### config.mk
export PLATFORM = sky130hd
export DESIGN_NAME = uart_tx_scheduler
export DESIGN_NICKNAME = d
export VERILOG_FILES = /design/src/rtl/uart_tx_scheduler.sv
export SDC_FILE = /design/constraint.sdc
export NUM_CORES = 1
export LEC_CHECK = 0
export ABC_AREA = 1
export CORE_MARGIN = 5
export CORE_UTILIZATION = 28
export DETAILED_ROUTE_END_ITERATION = 10
export PLACE_DENSITY_LB_ADDON = 0.05
export SLEW_MARGIN = 0
export SYNTH_ARGS = -nofsm -noshare
export SYNTH_HDL_FRONTEND = slang
export SYNTH_SLANG_ARGS = --single-unit
### constraint.sdc
create_clock -name clk_baud -period 3.49 [get_ports clk_baud]
set_input_delay 0.5235 -clock clk_baud [delete_from_list [all_inputs] [get_ports clk_baud]]
set_output_delay 0.5235 -clock clk_baud [all_outputs]
set_load 0.1 [all_outputs]
### src/rtl/uart_tx_scheduler.sv
// uart_tx_scheduler: round-robin arbiter sharing one UART TX line among NUM_REQ packet sources
module uart_tx_scheduler #(
    parameter int NUM_REQ      = 4,
    parameter int PACKET_WIDTH = 4,
    parameter int GAP_BITS     = 1
) (
    input  logic                              clk_baud,
    input  logic                              rst_n,
    input  logic [NUM_REQ-1:0]                req,
    input  logic [NUM_REQ*PACKET_WIDTH*8-1:0] packet,
    output logic [NUM_REQ-1:0]                grant,
    output logic [NUM_REQ-1:0]                done,
    output logic                              busy,
    output logic                              uart_stream
);
    localparam int PW = PACKET_WIDTH;
    localparam int RW = $clog2(NUM_REQ);
    localparam int BW = $clog2(PW) + 1;
    localparam int GW = GAP_BITS > 0 ? $clog2(GAP_BITS + 1) : 1;
    typedef enum logic [1:0] {IDLE, SHIFT, GAP, DONE} state_t;
    state_t state, state_n;
    logic [RW-1:0] rr_ptr, win;
    logic [PW*8-1:0] pkt_q;
    logic [BW-1:0] byte_idx;
    logic [3:0] bit_idx;
    logic [GW-1:0] gap_cnt;
    logic [10:0] shift;
    logic more;
    logic [7:0] nxt_byte;
    int j;
    function automatic logic [10:0] frame(input logic [7:0] b);
        return {1'b1, ^b, b, 1'b0};
    endfunction
    assign more = byte_idx != BW'(PW - 1);
    assign nxt_byte = pkt_q[8*(byte_idx + 1'b1) +: 8];
    assign busy = state != IDLE;
    assign uart_stream = state == SHIFT ? shift[0] : 1'b1;
    assign done = state == DONE ? grant : '0;
    // scan from the farthest offset down so the nearest requester to rr_ptr wins
    always_comb begin
        win = '0;
        j = 0;
        for (int k = NUM_REQ - 1; k >= 0; k--) begin
            j = int'(rr_ptr) + k;
            if (j >= NUM_REQ) j = j - NUM_REQ;
            if (req[j]) win = RW'(j);
        end
        state_n = state;
        case (state)
            IDLE:    state_n = |req ? SHIFT : IDLE;
            SHIFT:   if (bit_idx == 4'd10) state_n = !more ? DONE : (GAP_BITS > 0 ? GAP : SHIFT);
            GAP:     if (gap_cnt == GW'(GAP_BITS - 1)) state_n = SHIFT;
            DONE:    state_n = IDLE;
            default: state_n = IDLE;
        endcase
    end
    always_ff @(posedge clk_baud or negedge rst_n) begin
        if (!rst_n) begin
            state    <= IDLE;
            grant    <= '0;
            rr_ptr   <= '0;
            pkt_q    <= '0;
            byte_idx <= '0;
            bit_idx  <= '0;
            gap_cnt  <= '0;
            shift    <= '1;
        end else begin
            state <= state_n;
            case (state)
                IDLE: if (|req) begin
                    grant    <= NUM_REQ'(1) << win;
                    pkt_q    <= packet[int'(win)*PW*8 +: PW*8];
                    shift    <= frame(packet[int'(win)*PW*8 +: 8]);
                    byte_idx <= '0;
                    bit_idx  <= '0;
                    rr_ptr   <= (win == RW'(NUM_REQ - 1)) ? '0 : win + 1'b1;
                end
                SHIFT: if (bit_idx == 4'd10) begin
                    gap_cnt <= '0;
                    if (more && GAP_BITS == 0) begin
                        shift    <= frame(nxt_byte);
                        bit_idx  <= '0;
                        byte_idx <= byte_idx + 1'b1;
                    end
                end else begin
                    shift   <= shift >> 1;
                    bit_idx <= bit_idx + 1'b1;
                end
                GAP: if (gap_cnt == GW'(GAP_BITS - 1)) begin
                    shift    <= frame(nxt_byte);
                    bit_idx  <= '0;
                    byte_idx <= byte_idx + 1'b1;
                end else begin
                    gap_cnt <= gap_cnt + 1'b1;
                end
                DONE:    grant <= '0;
                default: ;
            endcase
        end
    end
endmodule

==> After elaboration in Yosys (flattened, before gate mapping) <==
Cells that the tools add are included.
{ "op_classes": {"reduce_logical": 15, "muxes": 44, "n_lt_le_gt_ge": 8, "add_sub_neg": 12, "eq_ne": 10, "n_shift": 4} }
{ "ops": {"columns": ["op", "n"], "rows": [
  ["$lt 32x4->1 const B", 4],
  ["$mux 32", 4],
  ["$shiftx 128x8->32", 1],
  ["$shiftx 128x8->8", 1],
  ["$mux 11", 3],
  ["$pmux 11 s3", 1],
  ["$shiftx 32x8->8", 1],
  ["$mux 4", 5],
  ["$reduce_xor 8->1", 2],
  ["$mux 2", 7],
  ["$mux 1", 13],
  ["$pmux 4 s3", 1],
  ["$sub 3x3->4 const B", 3],
  ["$ge 3x3->1 const B", 3],
  ["$bmux 1 s2", 4],
  ["$pmux 2 s4", 1],
  ["$pmux 4 s2", 1],
  ["$reduce_and 2->1", 4],
  ["$reduce_bool 2->1", 4],
  ["$add 2x2->3 const B", 2],
  ["$eq 2x2->1 const B", 3],
  ["$mux 3", 2],
  ["$ne 2x2->1 const B", 3],
  ["$pmux 3 s2", 1],
  ["other kinds (19)", 19]
]} }
{ "totals": {"elab_cells": 101, "output_inout_bits": 10, "regBits": 59, "input_bits": 134} }

==> Logic depth before layout (Yosys ltp) <==
{ "depth": {"depth_word": 14, "mapped_depth": 21, "depth_no_buf": 20} }

==> Worst setup path before layout <==
No wires, ideal clock.
{ "synth_path": {"path_kind": "register to output", "from": "reg grant[0]", "to": "out done[0]", "path_buffers": 0, "path_slack_ns": 1.322, "arrival_ns": 1.644, "stages_incl_launch_ff": 3, "cell_sequence": "dfrtp_1 -> nand2_1 -> inv_1"} }
{ "synth_via": {"elab_chain_cells": 1} }
{ "synth_lines": {"columns": ["item", "line_no", "rtl"], "rows": [
  ["from (decl)", "11", "output logic [NUM_REQ-1:0] grant,"],
  ["from (signal assigned)", "71", "grant <= NUM_REQ'(1) << win;"],
  ["$mux 4", "38", "assign done = state == DONE ? grant : '0;"],
  ["to (decl)", "12", "output logic [NUM_REQ-1:0] done,"]
]} }
No other way between the ends.

==> Worst setup path in the final report <==
{ "layout_path": {"from": "in req[3]", "to": "reg shift[9]"} }
{ "layout_via": {"elab_chain_cells": 11, "elab_cells_between_ends": 23, "classes_between": "eq/ne (1); shift (1); mux (18); reduce/logical (3)"} }
{ "layout_lines": {"columns": ["item", "line_no", "rtl"], "rows": [
  ["from (decl)", "9", "input logic [NUM_REQ-1:0] req,"],
  ["$bmux 1 s2", "46", "if (req[j]) win = RW'(j);"],
  ["$mux 1 (not written as such) (2 in series)", "46", null],
  ["$mux 2 (4 in series)", "46", null],
  ["$shiftx 128x8->8", "73", "shift <= frame(packet[int'(win)*PW*8 +: 8]);"],
  ["$reduce_xor 8->1", "32", "return {1'b1, ^b, b, 1'b0};"],
  ["$mux 11", "70", "IDLE: if (|req) begin"],
  ["$pmux 11 s3", "69", "case (state)"],
  ["to (signal assigned)", "73", null],
  ["to (signal assigned)", "81", "shift <= frame(nxt_byte);"],
  ["to (signal assigned)", "86", "shift <= shift >> 1;"],
  ["to (decl)", "27", "logic [10:0] shift;"]
]} }
Parallel ways exist; a longest one is shown, timed or not. The select of a mux whose other input is x is not followed.
A chain may end at the register's enable or synchronous reset.

==> metrics.txt <==
outcome=complete, no violations; synthesized area per cell=between 6 and 7 um2; fill cell total of the finished layout=approximately 1500; global-route usage over all layers=14.7%; setup violators final=0; Residual DRC=0; clk_skew=between 0.006 and 0.007 ns; dpl ws=0.348 ns; placed insts=around 950; Post-Syn Nets=797; nets=917; Post-CTS Setup Repair Bufs=0; cell taking the most area after synthesis=dfrtp_1; synthesized area=4160 um2; Worst Reg-to-Reg Cells=18; Buffers on Ports=143; asr flop ratio synth=100%; crit-path max FO=73; top cells by area, synth=dfrtp_1 (23%), nor2_1 (12%), nand2_1 (12%), o21ai_0 (10%), nand3_1 (7.2%); first-pass GRT wire length=21700 um; vias per cell=approximately 4.7; Synth Area in Adders=4.21%; Commonest cells post-synth=nor2_1 (137), nand2_1 (132), o21ai_0 (84); io pins=between 100 and 150; Die Wd=132 um; antenna-violating nets left=0; main combinational cell family by area after synthesis=simple AND/OR/NAND/NOR gates; CP Class=primary input to flip-flop; drt first pass iters=4; Hold Slack=0.213 ns; non-filler instance count after layout=954; Critical Path Start=req[3]; CTS tree=done; worst min path class=primary input to asynchronous set/reset pin; max-slew violation count=0; WL final=approximately 13000 um; Worst Slack Setup Final=0.680 ns; fraction of layout cells with a size suffix above 1=6.36%; fmax=356 MHz; crit path time final=about 2.8 ns; Die Y-Extent=132 um; CTS max path bufs=2; Final period util=roughly four fifths; # resized after CTS=0; TritonCTS buffer count=5; Final Hold Viols=0; initial detailed-routing violation count=293; area fraction in compound gates after synthesis=19.0%; sequential area share after synthesis=between 30% and 40%; Syn-to-layout area delta=40.0%; Worst-Margin Slew=0.972 ns; post-synthesis register bit count=50; critical path endpoint category=flip-flop; FF-to-FF setup slack=approximately 0.79 ns; Initial Util=roughly 29%; total gr overflow=0; Finished Core Util=40.1%; clk_lat worst skew=about 0.29 ns; synthesized instance count=between 600 and 700; Synthesis Warnings=0; most common cell in the netlist=nor2_1; Worst VDD drop=393 uV; vias in the first global route=4592; CP startpoint kind=primary input; MaxCap Viol Count=0; ys flop type=dfrtp_1; via count=around 4500; core footprint=14500 um2; HPWL after DPL=10400 um; share of the synthesized area in the top cell type=between 20% and 30%; initial antenna violation count=0; Worst R2R End=shift[9]; row count=44; Clock transition at path regs=0.07 ns; Post-Synth XOR/XNOR Area=roughly 1.5%; Root Buffer=clkbuf_16; Pwr per Cell Area=979 nW/um2; Synth cell types=34; worst reg2reg path startpoint=rr_ptr[0]; GP Congestion=0.801; pin count of the biggest net entering global routing=74; RSZ-0062 raised after global routing=false; EDFF count, synth=0; htree depth=2; number of clock sinks=50; relative slew slack=35.0%; Simple-Gate Fraction of Synth Area=34.5%; full die area=between 15000 and 20000 um2; Critical Path AT=slightly above 3 ns; DR WL/cell=14.0 um; CTS Hold Bufs=0; worst endpoint required time=3.71 ns; multiplexer area fraction after synthesis=0%; Lkg Pwr=2.61 nW; setup TNS=0 ns; ANT cells=0
## layout by cell type, fill, tap and decap left out, types with 2 or more instances in the layout
| master | instances |
|---|---|
| a21oi_1 | 8 |
| a31oi_1 | 24 |
| buf_4 | 12 |
| clkbuf_1 | 2 |
| clkbuf_16 | 5 |
| clkdlybuf4s50_1 | 136 |
| clkinv_1 | 2 |
| dfrtp_1 | 39 |
| dfstp_2 | 11 |
| ha_1 | 14 |
| inv_1 | 49 |
| inv_2 | 5 |
| nand2_1 | 132 |
| nand2_2 | 3 |
| nand3_1 | 60 |
| nand3_2 | 2 |
| nand3b_1 | 2 |
| nor2_1 | 136 |
| nor2_4 | 2 |
| o211ai_1 | 9 |
| o21ai_0 | 84 |
| o21ai_1 | 5 |
| o221ai_1 | 7 |
| o22ai_1 | 3 |
| xnor2_1 | 6 |
## per-layer routing
metal	track usage [%]	wire length [um]	vias to the layer above
met5	0	0	-
met4	3.14	113	0
met3	2.60	573	9
met2	26.4	6640	108
met1	18.3	5990	2033
li1	-	-	2373
## cells by family after synthesis
family | Yosys count
xor gates and xnor gates | 7
AOI/OAI and AO/OA | 141
DFF | 50
and+or+nand+nor | 343
buffers and inverters | 94
adders and majority gates | 14
## registers in the layout (all words and copies together) (netlist names)
name / flops
rr_ptr: 2
pkt_q: 24
state: 2
grant: 4
byte_idx: 3
shift: 11
bit_idx: 4
## critical path, stage by stage
cell	delay (ns)
clkdlybuf4s50_1	0.49
inv_1	0.07
o21ai_1	0.17
nand2_1	0.11
nand3_2	0.12
nand3_4	0.25
nand2_8	0.40
nand2_1	0.12
nand2_1	0.08
nand2_1	0.04
nand2_1	0.12
nand2_1	0.06
nand2_1	0.06
nand2_1	0.04
nand2_1	0.07
inv_1	0.04
nand2_1	0.06
nand3_2	0.06
a21oi_2	0.12
## worst max path at each step
stage / end / cells past startpoint
finish: shift[9] / 19
global route: shift[9] / 19
CTS: shift[9] / 20
detailed placement: shift[9] / 19
global placement: shift[9] / 19
floorplan: done[0] / 2
## final cells by class
cell class / count / area, um2 / area share, %
sequential: 50 / 1260 / 21.7
tap: 184 / 230 / 3.95
clock buffer: 7 / 133 / 2.28
timing repair buffer: 150 / 1480 / 25.3
clock inverter: 1 / 30.0 / 0.515
inverter: 57 / 216 / 3.71
multi-input combinational: 505 / 2480 / 42.5
## through the flow
| step | total power, mW | cell area, um2 |
|---|---|---|
| floorplan | 4.36 | 4160 |
| global placement | 5.18 | 5670 |
| detailed placement | 5.24 | 5670 |
| CTS | 5.81 | 5830 |
| global route | 6.38 | 5830 |
| finish | 5.71 | 5830 |
## power by group
group | internal [mW] | leakage, nW | switching, mW
Combinational | 1.40 | 1.95 | 2.67
Clock | 0.339 | 0.0781 | 0.209
Sequential | 0.903 | 0.579 | 0.179
Total | 2.64 | 2.61 | 3.06
(Power assumes the default switching activity.)
